File: src/rtl/sysx_pkg.sv
// rtl/sysx_pkg.sv - shared state encoding and constants for the sysX device endpoint
package sysx_pkg;

    typedef enum logic [2:0] {
        SYSX_DESEL,
        SYSX_WAIT_LOAD,
        SYSX_BYTE0,
        SYSX_BYTE1,
        SYSX_BYTE2,
        SYSX_BYTE3
    } sysx_state_e;

    localparam logic [1:0]  SYSX_SEL_IDLE             = 2'd0;
    localparam int          SYSX_BYTE_PHASES          = 4;
    localparam int          SYSX_WORD_BITS            = SYSX_BYTE_PHASES * 8;
    localparam logic [31:0] SYSX_IDLE_PATTERN_DEFAULT = 32'hFFFF_FFFF;

endpackage

File: src/rtl/sysx_device_endpoint_if.sv
// rtl/sysx_device_endpoint_if.sv - sysX cable-side pins between bus master and device endpoint
interface sysx_device_endpoint_if;
    logic       iBusClock;
    logic [1:0] iBusSelect;
    logic [7:0] iBusMOSI;
    logic [7:0] oBusMISO;
    logic       oBusMISOEnable;
    logic       oBusInterrupt;

    modport master (
        output iBusClock, iBusSelect, iBusMOSI,
        input  oBusMISO, oBusMISOEnable, oBusInterrupt
    );

    modport slave (
        input  iBusClock, iBusSelect, iBusMOSI,
        output oBusMISO, oBusMISOEnable, oBusInterrupt
    );
endinterface

File: src/rtl/sysx_device_rxfifo.sv
// rtl/sysx_device_rxfifo.sv - 4x32 RX word FIFO, used when SYSX_DEVICE_RXFIFO_EN is defined
module sysx_device_rxfifo
    import sysx_pkg::*;
(
    input  logic                      clk_i,
    input  logic                      resetn_i,
    input  logic                      push_i,
    input  logic [SYSX_WORD_BITS-1:0] data_i,
    input  logic                      pop_i,
    output logic [SYSX_WORD_BITS-1:0] data_o,
    output logic                      empty_o,
    output logic                      full_o
);
    logic [SYSX_WORD_BITS-1:0] mem_q [4];
    logic [1:0]                wr_q;
    logic [1:0]                rd_q;
    logic [2:0]                count_q;

    // Push on a full FIFO is only issued together with a pop, so wr_q == rd_q is safe to overwrite.
    always_ff @(posedge clk_i) begin
        if (!resetn_i) begin
            for (int i = 0; i < 4; i++) mem_q[i] <= '0;
            wr_q    <= '0;
            rd_q    <= '0;
            count_q <= '0;
        end else begin
            if (push_i) begin
                mem_q[wr_q] <= data_i;
                wr_q        <= wr_q + 2'd1;
            end
            if (pop_i) rd_q <= rd_q + 2'd1;
            count_q <= count_q + 3'(push_i) - 3'(pop_i);
        end
    end

    assign data_o  = mem_q[rd_q];
    assign empty_o = (count_q == 3'd0);
    assign full_o  = (count_q == 3'd4);
endmodule

File: src/rtl/sysx_device_endpoint.sv
// rtl/sysx_device_endpoint.sv - sysX v1 device endpoint; SYSX_DEVICE_RXFIFO_EN selects a 4-deep RX FIFO
module sysx_device_endpoint
    import sysx_pkg::*;
#(
    parameter logic [1:0]  DEVICE_SELECT = 2'd1,
    parameter logic [31:0] IDLE_PATTERN  = SYSX_IDLE_PATTERN_DEFAULT,
    parameter int          SYNC_STAGES   = 2
) (
    input  logic                  iClock,
    input  logic                  iReset,
    sysx_device_endpoint_if.slave bus,
    output logic [31:0]           oRxData,
    output logic                  oRxValid,
    input  logic                  iRxReady,
    output logic                  oRxOverrun,
    input  logic                  iRxOverrunClear,
    input  logic [31:0]           iTxData,
    input  logic                  iTxValid,
    output logic                  oTxReady,
    output logic                  oBusy
);
    localparam logic [10:0] SyncIdle = {1'b1, SYSX_SEL_IDLE, 8'h00};

    logic [10:0] sync_q [SYNC_STAGES];
    logic        clk_s;
    logic [1:0]  sel_s;
    logic [7:0]  mosi_s;
    logic        clk_prev_q;
    logic        fall;
    logic        sel;

    always_ff @(posedge iClock) begin
        if (!iReset) begin
            for (int i = 0; i < SYNC_STAGES; i++) sync_q[i] <= SyncIdle;
            clk_prev_q <= 1'b1;
        end else begin
            sync_q[0] <= {bus.iBusClock, bus.iBusSelect, bus.iBusMOSI};
            for (int i = 1; i < SYNC_STAGES; i++) sync_q[i] <= sync_q[i-1];
            clk_prev_q <= clk_s;
        end
    end

    assign {clk_s, sel_s, mosi_s} = sync_q[SYNC_STAGES-1];
    assign fall = clk_prev_q & ~clk_s;
    assign sel  = (sel_s == DEVICE_SELECT);

    sysx_state_e state_q, state_d;
    logic [23:0] tx_shift_q, tx_shift_d;
    logic [23:0] rx_shift_q, rx_shift_d;
    logic [7:0]  miso_q, miso_d;
    logic        miso_en_q, miso_en_d;
    logic        tx_taken_q, tx_taken_d;
    logic        tx_valid_q, tx_valid_d;
    logic [31:0] tx_data_q, tx_data_d;
    logic        overrun_q, overrun_d;
    logic        word_done;
    logic [31:0] load_word;
    logic [31:0] rx_word;
    logic        rx_push;
    logic        rx_drop;

    assign load_word = tx_valid_q ? tx_data_q : IDLE_PATTERN;
    assign rx_word   = {mosi_s, rx_shift_q};

    always_comb begin
        state_d    = state_q;
        tx_shift_d = tx_shift_q;
        rx_shift_d = rx_shift_q;
        miso_d     = miso_q;
        miso_en_d  = miso_en_q;
        tx_taken_d = tx_taken_q;
        word_done  = 1'b0;
        if (!sel) begin
            state_d    = SYSX_DESEL;
            miso_en_d  = 1'b0;
            rx_shift_d = '0;
            tx_taken_d = 1'b0;
        end else begin
            unique case (state_q)
                SYSX_DESEL: state_d = SYSX_WAIT_LOAD;
                SYSX_WAIT_LOAD: if (fall) begin
                    state_d    = SYSX_BYTE0;
                    tx_taken_d = tx_valid_q;
                    tx_shift_d = load_word[31:8];
                    miso_d     = load_word[7:0];
                    miso_en_d  = 1'b1;
                end
                SYSX_BYTE0, SYSX_BYTE1, SYSX_BYTE2: if (fall) begin
                    rx_shift_d = {mosi_s, rx_shift_q[23:8]};
                    miso_d     = tx_shift_q[7:0];
                    tx_shift_d = {8'h00, tx_shift_q[23:8]};
                    state_d    = (state_q == SYSX_BYTE0) ? SYSX_BYTE1 :
                                 (state_q == SYSX_BYTE1) ? SYSX_BYTE2 : SYSX_BYTE3;
                end
                // The Store phase keeps the bus clock high, so the next edge is the next Load.
                SYSX_BYTE3: if (fall) begin
                    word_done = 1'b1;
                    state_d   = SYSX_WAIT_LOAD;
                end
                default: state_d = SYSX_DESEL;
            endcase
        end

        tx_valid_d = tx_valid_q;
        tx_data_d  = tx_data_q;
        if (word_done && tx_taken_q) begin
            tx_valid_d = 1'b0;
        end else if (iTxValid && !tx_valid_q) begin
            tx_valid_d = 1'b1;
            tx_data_d  = iTxData;
        end

        overrun_d = overrun_q;
        if (rx_drop)              overrun_d = 1'b1;
        else if (iRxOverrunClear) overrun_d = 1'b0;
    end

    always_ff @(posedge iClock) begin
        if (!iReset) begin
            state_q    <= SYSX_DESEL;
            tx_shift_q <= '0;
            rx_shift_q <= '0;
            miso_q     <= '0;
            miso_en_q  <= 1'b0;
            tx_taken_q <= 1'b0;
            tx_valid_q <= 1'b0;
            tx_data_q  <= '0;
            overrun_q  <= 1'b0;
        end else begin
            state_q    <= state_d;
            tx_shift_q <= tx_shift_d;
            rx_shift_q <= rx_shift_d;
            miso_q     <= miso_d;
            miso_en_q  <= miso_en_d;
            tx_taken_q <= tx_taken_d;
            tx_valid_q <= tx_valid_d;
            tx_data_q  <= tx_data_d;
            overrun_q  <= overrun_d;
        end
    end

`ifdef SYSX_DEVICE_RXFIFO_EN
    logic fifo_empty;
    logic fifo_full;
    logic rx_pop;

    assign rx_pop  = iRxReady & ~fifo_empty;
    assign rx_push = word_done & (~fifo_full | rx_pop);

    sysx_device_rxfifo u_rxfifo (
        .clk_i    (iClock),
        .resetn_i (iReset),
        .push_i   (rx_push),
        .data_i   (rx_word),
        .pop_i    (rx_pop),
        .data_o   (oRxData),
        .empty_o  (fifo_empty),
        .full_o   (fifo_full)
    );

    assign oRxValid = ~fifo_empty;
`else
    logic        rx_valid_q, rx_valid_d;
    logic [31:0] rx_data_q, rx_data_d;

    assign rx_push = word_done & (~rx_valid_q | iRxReady);

    always_comb begin
        rx_valid_d = rx_valid_q;
        rx_data_d  = rx_data_q;
        if (rx_push) begin
            rx_valid_d = 1'b1;
            rx_data_d  = rx_word;
        end else if (iRxReady) begin
            rx_valid_d = 1'b0;
        end
    end

    always_ff @(posedge iClock) begin
        if (!iReset) begin
            rx_valid_q <= 1'b0;
            rx_data_q  <= '0;
        end else begin
            rx_valid_q <= rx_valid_d;
            rx_data_q  <= rx_data_d;
        end
    end

    assign oRxValid = rx_valid_q;
    assign oRxData  = rx_data_q;
`endif

    assign rx_drop = word_done & ~rx_push;

    assign bus.oBusMISO       = miso_q;
    assign bus.oBusMISOEnable = miso_en_q;
    assign bus.oBusInterrupt  = tx_valid_q;
    assign oTxReady           = ~tx_valid_q;
    assign oRxOverrun         = overrun_q;
    assign oBusy              = (state_q == SYSX_BYTE0) || (state_q == SYSX_BYTE1) ||
                                (state_q == SYSX_BYTE2) || (state_q == SYSX_BYTE3);
endmodule

File: src/flat_wrapper.sv
// flat-port wrapper written by rule: the top's interface ports become plain ports
module sysx_device_endpoint_flat import sysx_pkg::*;
#(
    parameter logic [1:0]  DEVICE_SELECT = 2'd1,
    parameter logic [31:0] IDLE_PATTERN  = SYSX_IDLE_PATTERN_DEFAULT,
    parameter int          SYNC_STAGES   = 2
)
  (iClock, iReset, oRxData, oRxValid, iRxReady, oRxOverrun, iRxOverrunClear, iTxData, iTxValid, oTxReady, oBusy, bus_iBusClock, bus_iBusSelect, bus_iBusMOSI, bus_oBusMISO, bus_oBusMISOEnable, bus_oBusInterrupt);
  sysx_device_endpoint_if bus_i ();
  input  logic iClock;
  input  logic iReset;
  output logic [31:0] oRxData;
  output logic oRxValid;
  input  logic iRxReady;
  output logic oRxOverrun;
  input  logic iRxOverrunClear;
  input  logic [31:0] iTxData;
  input  logic iTxValid;
  output logic oTxReady;
  output logic oBusy;
  input wire logic [$bits(bus_i.iBusClock)-1:0] bus_iBusClock;
  input wire logic [$bits(bus_i.iBusSelect)-1:0] bus_iBusSelect;
  input wire logic [$bits(bus_i.iBusMOSI)-1:0] bus_iBusMOSI;
  output wire logic [$bits(bus_i.oBusMISO)-1:0] bus_oBusMISO;
  output wire logic [$bits(bus_i.oBusMISOEnable)-1:0] bus_oBusMISOEnable;
  output wire logic [$bits(bus_i.oBusInterrupt)-1:0] bus_oBusInterrupt;
  assign bus_i.iBusClock = bus_iBusClock;
  assign bus_i.iBusSelect = bus_iBusSelect;
  assign bus_i.iBusMOSI = bus_iBusMOSI;
  assign bus_oBusMISO = bus_i.oBusMISO;
  assign bus_oBusMISOEnable = bus_i.oBusMISOEnable;
  assign bus_oBusInterrupt = bus_i.oBusInterrupt;
  sysx_device_endpoint #(.DEVICE_SELECT(DEVICE_SELECT), .IDLE_PATTERN(IDLE_PATTERN), .SYNC_STAGES(SYNC_STAGES)) u_core (.iClock(iClock), .iReset(iReset), .bus(bus_i), .oRxData(oRxData), .oRxValid(oRxValid), .iRxReady(iRxReady), .oRxOverrun(oRxOverrun), .iRxOverrunClear(iRxOverrunClear), .iTxData(iTxData), .iTxValid(iTxValid), .oTxReady(oTxReady), .oBusy(oBusy));
endmodule
File: config.mk
export PLATFORM = sky130hd
export DESIGN_NAME = sysx_device_endpoint_flat
export DESIGN_NICKNAME = d
export VERILOG_FILES = /design/src/rtl/sysx_pkg.sv /design/src/rtl/sysx_device_endpoint_if.sv /design/src/rtl/sysx_device_rxfifo.sv /design/src/rtl/sysx_device_endpoint.sv /design/src/flat_wrapper.sv
export SDC_FILE = /design/constraint.sdc
export NUM_CORES = 1
export LEC_CHECK = 0
export CAP_MARGIN = 20
export CORE_MARGIN = 2
export CORE_UTILIZATION = 32
export CTS_CLUSTER_DIAMETER = 200
export DETAILED_ROUTE_END_ITERATION = 7
export SYNTH_ARGS = -nofsm -noshare
export SYNTH_HDL_FRONTEND = slang
export SYNTH_SLANG_ARGS = --single-unit
export TNS_END_PERCENT = 50
File: constraint.sdc
create_clock -name iClock -period 2.1 [get_ports iClock]
set_clock_uncertainty 0.1 [all_clocks]
set_input_delay 0.42 -clock iClock [delete_from_list [all_inputs] [get_ports iClock]]
set_output_delay 0.42 -clock iClock [all_outputs]
set_load 0.005 [all_outputs]
==> out/summary.txt, run 1 <==
Via density = 4.79
Synth cell types = 35
Maximum VDD drop = 0.000559 V
Clock edge transition at the registers on the reported setup and hold paths = 0.06 ns
Util after Layout = 0.426
Status = finished, final reports clean
Clock period minus worst slack = 1.98 ns
Slew Viols, Final = 0
RSZ-0062 raised after global routing = no
Hold Startpoint = u_core.sync_q[0][10]$_SDFF_PN1_
Fin Setup TNS = 0 ns
Nets = 785
Ports = 94
Hold WC Path Type = reg -> reg
Syn_nets = 713
Worst hold margin = 0.314 ns
Setup WS post-layout = 0.124 ns
R2R Path End = u_core.tx_shift_q[10]$_SDFFE_PN0P_
CTS Buf Count = 17
Synth warn = 0
Routed wl met3 = 506 µm
Post-route ant nets = 0
H-tree levels = 4
Post-synthesis register bit count = 151
Wire length on met2 = 5.59 mm
Crit end category = output pin
Data required, critical path = 1.58 ns
CTS Sinks = 151
Root Driver = clkbuf_16
Post-Place Worst Slack = 0.124 ns
Fillers = 1761
Crit path max-delay family = buffers and inverters
DR top layer = met4
P&R area growth vs syn = 29.4%
Sequential area share after synthesis = 0.527
Leak pwr = 0.00263 µW
Hold path endpoint = u_core.sync_q[0][21]$_SDFF_PN1_
Final wirelength = 13.1 mm
Die Ht = 138 µm
Startpoint types = register
Max-cap viol count = 0
Worst path max stage delay = 0.50 ns
Die Width = 138 µm
Initial DRT Pass Iterations = 4
Relative slew slack = 0.705
Worst-Margin Slew = 0.443 ns
Initial antenna violation count = 0
F_max = 0.506 GHz
CP Cell Sequence = buf_4, clkdlybuf4s50_1
R2R Setup Slk = 0.34 ns
WL met1 = 6.82 mm
Top FF cell, synth = dfxtp_1
DR vias = 4672
Dpl hpwl = 8.40 mm
Async SR Flop Fraction = 0
CP Class = reg -> out
Synthesized area per cell = 8.62 µm²
WP buf/inv = 2
Initial core utilization = 0.329
GP Congestion = 0.716
Critical path peak fanout = 4
Die ar. = 19000 µm²
First-iteration detailed-routing DRC count = 311
Ant. Diodes = 0
Global-route wire length before repair = 21.4 mm
CP max-delay cell = clkdlybuf4s50_1
Core region area = 17400 µm²
Residual DRC = 0
Final Hold Fails = 0
R2R depth = 5
Layout cells sized above 1 = 0.0773
Worst EP arrival = 1.46 ns
Hold Path Depth = 1
CTS tree = done
Wire per inst = 13.4 µm
Number of global-route vias before repair = 4141
Final period utilization = 0.941
Pwr dens = 862 nW/µm²
Final setup vio count = 0
Post-Syn Instances = 665
Clk Latency, worst-skew pair = 0.42 ns
# rows = 48
Gr usage total = 0.144
Cell Area, Synth = 5730 µm²
Reg2Reg Launch Point = u_core.state_q[0]$_SDFFE_PN0P_
Overflow after GRT = 0
Post-synth EDFFs = 0
IO Port Bufs = 93
Clk buf depth = 2
Pin count of the biggest net entering global routing = 65
synthesized netlist by cell type (2+ instances only):
master    instances  area [µm²]
and2_1           21         131
o21ai_1          49         245
a21boi_1         20         150
clkbuf_1         23        86.3
and3_1            3        18.8
inv_1             3        11.3
o211ai_1          8        60.1
o21ai_0          35         175
a31oi_1           2        12.5
buf_2            17        85.1
a211o_1          23         201
nor2_1            5        18.8
dfxtp_1         151        3020
nor2b_1           6        37.5
nand3_1          36         180
nand2_1         155         582
buf_1             4        15.0
buf_6            12         135
a21boi_0         20         150
a21oi_1          51         255
nand2b_1          4        25.0
buf_4             4        30.0
worst register-to-register path, cell delays in order, from the launching register on:
cell     delay, ns
dfxtp_1       0.36
o21ai_2       0.29
and4_4        0.42
buf_4         0.29
o21ai_1       0.09
a21oi_1       0.15
cell type report:
| cell class | instances | area, µm² | area share |
|---|---|---|---|
| sequential | 151 | 3030 | 0.409 |
| timing repair buffer | 113 | 1130 | 0.152 |
| clock inverter | 8 | 119 | 0.0160 |
| clock buffer | 24 | 492 | 0.0663 |
| tap | 225 | 282 | 0.0379 |
| inverter | 3 | 15.0 | 0.00202 |
| multi-input combinational | 451 | 2350 | 0.317 |
per-layer routing:
layer / track usage / vias to the layer above
met5: 0 / -
met4: 0.0578 / 0
met2: 0.208 / 79
met1: 0.204 / 2168
li1: - / 2409
met3: 0.0395 / 16
worst max path at each step:
| stage | start | endpoint | slack (ns) | cells past startpoint |
|---|---|---|---|---|
| after floorplan | u_core.state_q[2]$_SDFFE_PN0P_ | u_core.bus.oBusMISO[6]$_SDFFE_PN0P_ | 0.49 | 7 |
| after detailed placement | iTxValid | u_core.tx_data_q[16]$_SDFFE_PN0P_ | 0.12 | 6 |
| after CTS | u_core.bus.oBusInterrupt$_SDFFE_PP0P_ | bus_oBusInterrupt | 0.11 | 2 |
| final | u_core.bus.oBusInterrupt$_SDFFE_PP0P_ | bus_oBusInterrupt | 0.12 | 2 |
| after global routing | u_core.bus.oBusInterrupt$_SDFFE_PP0P_ | bus_oBusInterrupt | 0.06 | 2 |
| after global placement | iTxValid | u_core.tx_data_q[24]$_SDFFE_PN0P_ | 0.14 | 6 |
cell families after synthesis:
group                  synth area share
AO/OA/AOI/OAI                     0.222
XOR/XNOR                        0.00306
buffers and inverters            0.0633
flip-flops                        0.527
AND/OR/NAND/NOR                   0.184
state kept, by name, indices dropped and copies added (netlist names), 3 cells and up:
signal               cells
u_core.oRxData          32
u_core.tx_data_q        32
u_core.rx_shift_q       24
u_core.tx_shift_q       24
u_core.sync_q           22
u_core.bus.oBusMISO      8
u_core.state_q           3
layout by cell type (no fill, tap or decap), types with 20 or more instances in the layout:
cell / Yosys / routed
clkdlybuf4s50_1: 0 / 91
dfxtp_1: 151 / 149
a21oi_1: 51 / 51
o21ai_0: 35 / 35
a211o_1: 23 / 23
a21boi_0: 20 / 20
nand2_1: 155 / 155
a21boi_1: 20 / 20
o21ai_1: 49 / 48
nand3_1: 36 / 36
and2_1: 21 / 21
per-stage QoR:
step	cell area, µm²	power (µW)	std cells
detailed placement	6790	3340	942
global route	7420	6640	975
finish	7420	6400	975
floorplan	5730	3200	665
CTS	7420	6470	975
global placement	6790	3340	942
repair_timing:
item	CTS	global route
gates resized for setup	6	0
endpoints found under the setup margin	2	0
hold buffers	0	0
setup buffers	1	0
where the power goes:
| group | total [µW] | leakage [µW] | switching [µW] | internal (µW) |
|---|---|---|---|---|
| registers | 2960 | 0.00123 | 32.5 | 2920 |
| logic | 323 | 0.00110 | 148 | 174 |
| clock network | 3120 | 0.000304 | 1130 | 1990 |
| total | 6400 | 0.00263 | 1310 | 5090 |
No activity file was read; power rests on OpenSTA's default activity.
==> run 2: changes to the inputs <==
--- a/config.mk
+++ b/config.mk
@@ -5,11 +5,11 @@
 export SDC_FILE = /design/constraint.sdc
 export NUM_CORES = 1
 export LEC_CHECK = 0
-export CAP_MARGIN = 20
 export CORE_MARGIN = 2
 export CORE_UTILIZATION = 32
 export CTS_CLUSTER_DIAMETER = 200
 export DETAILED_ROUTE_END_ITERATION = 7
+export DONT_BUFFER_PORTS = 1
 export SYNTH_ARGS = -nofsm -noshare
 export SYNTH_HDL_FRONTEND = slang
 export SYNTH_SLANG_ARGS = --single-unit
==> out/summary.txt, run 2 (synthesis results as in run 1) <==
Initial DRT Pass Iterations = 4 (unchanged)
Pwr dens = 961 nW/µm² (+12%)
Global-route wire length before repair = 20.6 mm (-3.4%)
Ports = 94 (unchanged)
Status = finished, final reports clean
Fillers = 1820 (+3.4%)
Maximum VDD drop = 0.000526 V (-5.9%)
Crit end category = register
Final Hold Fails = 0 (unchanged)
Residual DRC = 0 (unchanged)
Leak pwr = 0.00225 µW (-15%)
Layout cells sized above 1 = 0.0776 (+0.000292)
Via density = 4.93 (+2.8%)
Hold Path Depth = 2 (+1)
Relative slew slack = 0.641 (-0.0633)
Final setup vio count = 0 (unchanged)
Die Width = 138 µm (unchanged)
Worst-Margin Slew = 0.536 ns (+0.0930 ns)
RSZ-0062 raised after global routing = no
Ant. Diodes = 0 (unchanged)
Number of global-route vias before repair = 3853 (-7.0%)
Cell area after layout = 6460 µm² (-13%)
DP Area = 5810 µm² (-14%)
Startpoint types = register
Core region area = 17400 µm² (unchanged)
Post-route ant nets = 0 (unchanged)
First-iteration detailed-routing DRC count = 280 (-10%)
Die Ht = 138 µm (unchanged)
CTS Sinks = 151 (unchanged)
F_max = 0.547 GHz (+8.1%)
Root Driver = clkbuf_16
CP Class = reg -> reg
Pin count of the biggest net entering global routing = 154 (+140%)
Fin Setup TNS = 0 ns (unchanged)
CTS tree = done
Wire per inst = 14.6 µm (+8.7%)
Clock period minus worst slack = 1.83 ns (-0.149 ns)
Hold WC Path Type = in -> reg
H-tree levels = 4 (unchanged)
Max-cap viol count = 0 (unchanged)
Critical path peak fanout = 32 (+28)
P&R area growth vs syn = 12.6%
DR vias = 4345 (-7.0%)
Multi-input logic area = 2350 µm² (unchanged)
Data required, critical path = 2.30 ns (+0.72 ns)
CTS Buf Count = 17 (unchanged)
Slew Viols, Final = 0 (unchanged)
Final period utilization = 0.870 (-0.0708)
Clk buf depth = 2 (unchanged)
Nets = 692 (-12%)
# rows = 48 (unchanged)
Commonest non-fill, non-tap cell in the layout = nand2_1
Overflow after GRT = 0 (unchanged)
Worst path max stage delay = 0.52 ns (+0.02 ns)
Initial antenna violation count = 0 (unchanged)
Setup WS post-layout = 0.273 ns (+0.149 ns)
GP Congestion = 0.759 (+6.0%)
IO Port Bufs = 0 (-100%)
Post-Place Worst Slack = 0.307 ns (+0.183 ns)
Worst EP arrival = 2.02 ns (+0.56 ns)
Reg area = 3020 µm² (-0.25%)
Initial core utilization = 0.329 (unchanged)
Final Power = 6210 µW (-3.0%)
Dpl hpwl = 7.79 mm (-7.2%)
Clk Latency, worst-skew pair = 0.43 ns (about the same)
R2R depth = 4 (-1)
CP Cell Sequence = or2_1, nand2_2, o21ai_0, a21oi_1
Final wirelength = 12.9 mm (-1.7%)
Clock edge transition at the registers on the reported setup and hold paths = 0.06 ns (about the same)
CTS resizes = 0 (-6)
Gr usage total = 0.142 (-0.00267)
CP max-delay cell = dfxtp_1
Most frequent cells in the layout = nand2_1, dfxtp_1, a21oi_1
Die ar. = 19000 µm² (unchanged)
==> run 2: changes by cell type in the layout (fill, tap and decap cells not counted), sizes merged <==
cell           delta
dlygate4sd3       +5
clkdlybuf4s50    -91
clkinv            -2
inv               +4
buf               -6
clkbuf            -4
dlygate4sd2       -1
bufinv            -1
clkinvlp          +3
==> run 2: layout make-up <==
type                       instances  area share
tap                              225      0.0436
inverter                           3     0.00174
clock buffer                      20      0.0707
timing repair buffer              20      0.0291
clock inverter                    12      0.0221
sequential                       151       0.468
multi-input combinational        451       0.365
==> run 2: timing repair <==
| item | 4_1_cts | 5_1_grt |
|---|---|---|
| hold buffers | 4 | 1 |
| endpoints found under the hold margin | 5 | 1 |
| buffers inserted | 0 | 0 |
==> run 2: critical path, delay by kind of cell, from the launching register on <==
| kind | cells | cell delay [ns] |
|---|---|---|
| simple gates | 2 | 0.65 |
| flops | 1 | 0.52 |
| compound gates | 2 | 0.43 |
==> run 2: power by group <==
part / switching [µW] / total (µW) / internal (µW) / leakage, µW
sequential: 34.0 / 2960 / 2920 / 0.00123
clock: 1240 / 3070 / 1830 / 0.000280
combinational: 91.5 / 183 / 91.4 / 0.000745
==> run 2: per-stage QoR <==
step                      hold WS, ns   util  std cells
after detailed placement        0.302  0.333        845
after CTS                    0.000781  0.370        881
final                          0.0171  0.371        882
after global routing          0.00555  0.371        882
after global placement          0.298  0.333        845
after floorplan                 0.286      -        665
==> run 2: final timing paths <==
path | from | end | slack, ns
worst max-delay path | u_core.state_q[2]$_SDFFE_PN0P_ | u_core.tx_shift_q[2]$_SDFFE_PN0P_ | 0.27
worst min-delay path | iTxData[11] | u_core.tx_data_q[11]$_SDFFE_PN0P_ | 0.02
worst max register to register | u_core.state_q[2]$_SDFFE_PN0P_ | u_core.tx_shift_q[2]$_SDFFE_PN0P_ | 0.27
worst min register to register | u_core.sync_q[0][10]$_SDFF_PN1_ | u_core.sync_q[0][21]$_SDFF_PN1_ | 0.31
==> run 2: metal layers <==
metal | part of all wire | vias to the layer above | track usage
met3 | 0.056 | 6 | 0.0486
met4 | 0.010 | 0 | 0.0533
li1 | - | 2229 | -
met2 | 0.43 | 99 | 0.200
met5 | 0 | - | 0
met1 | 0.50 | 2011 | 0.198
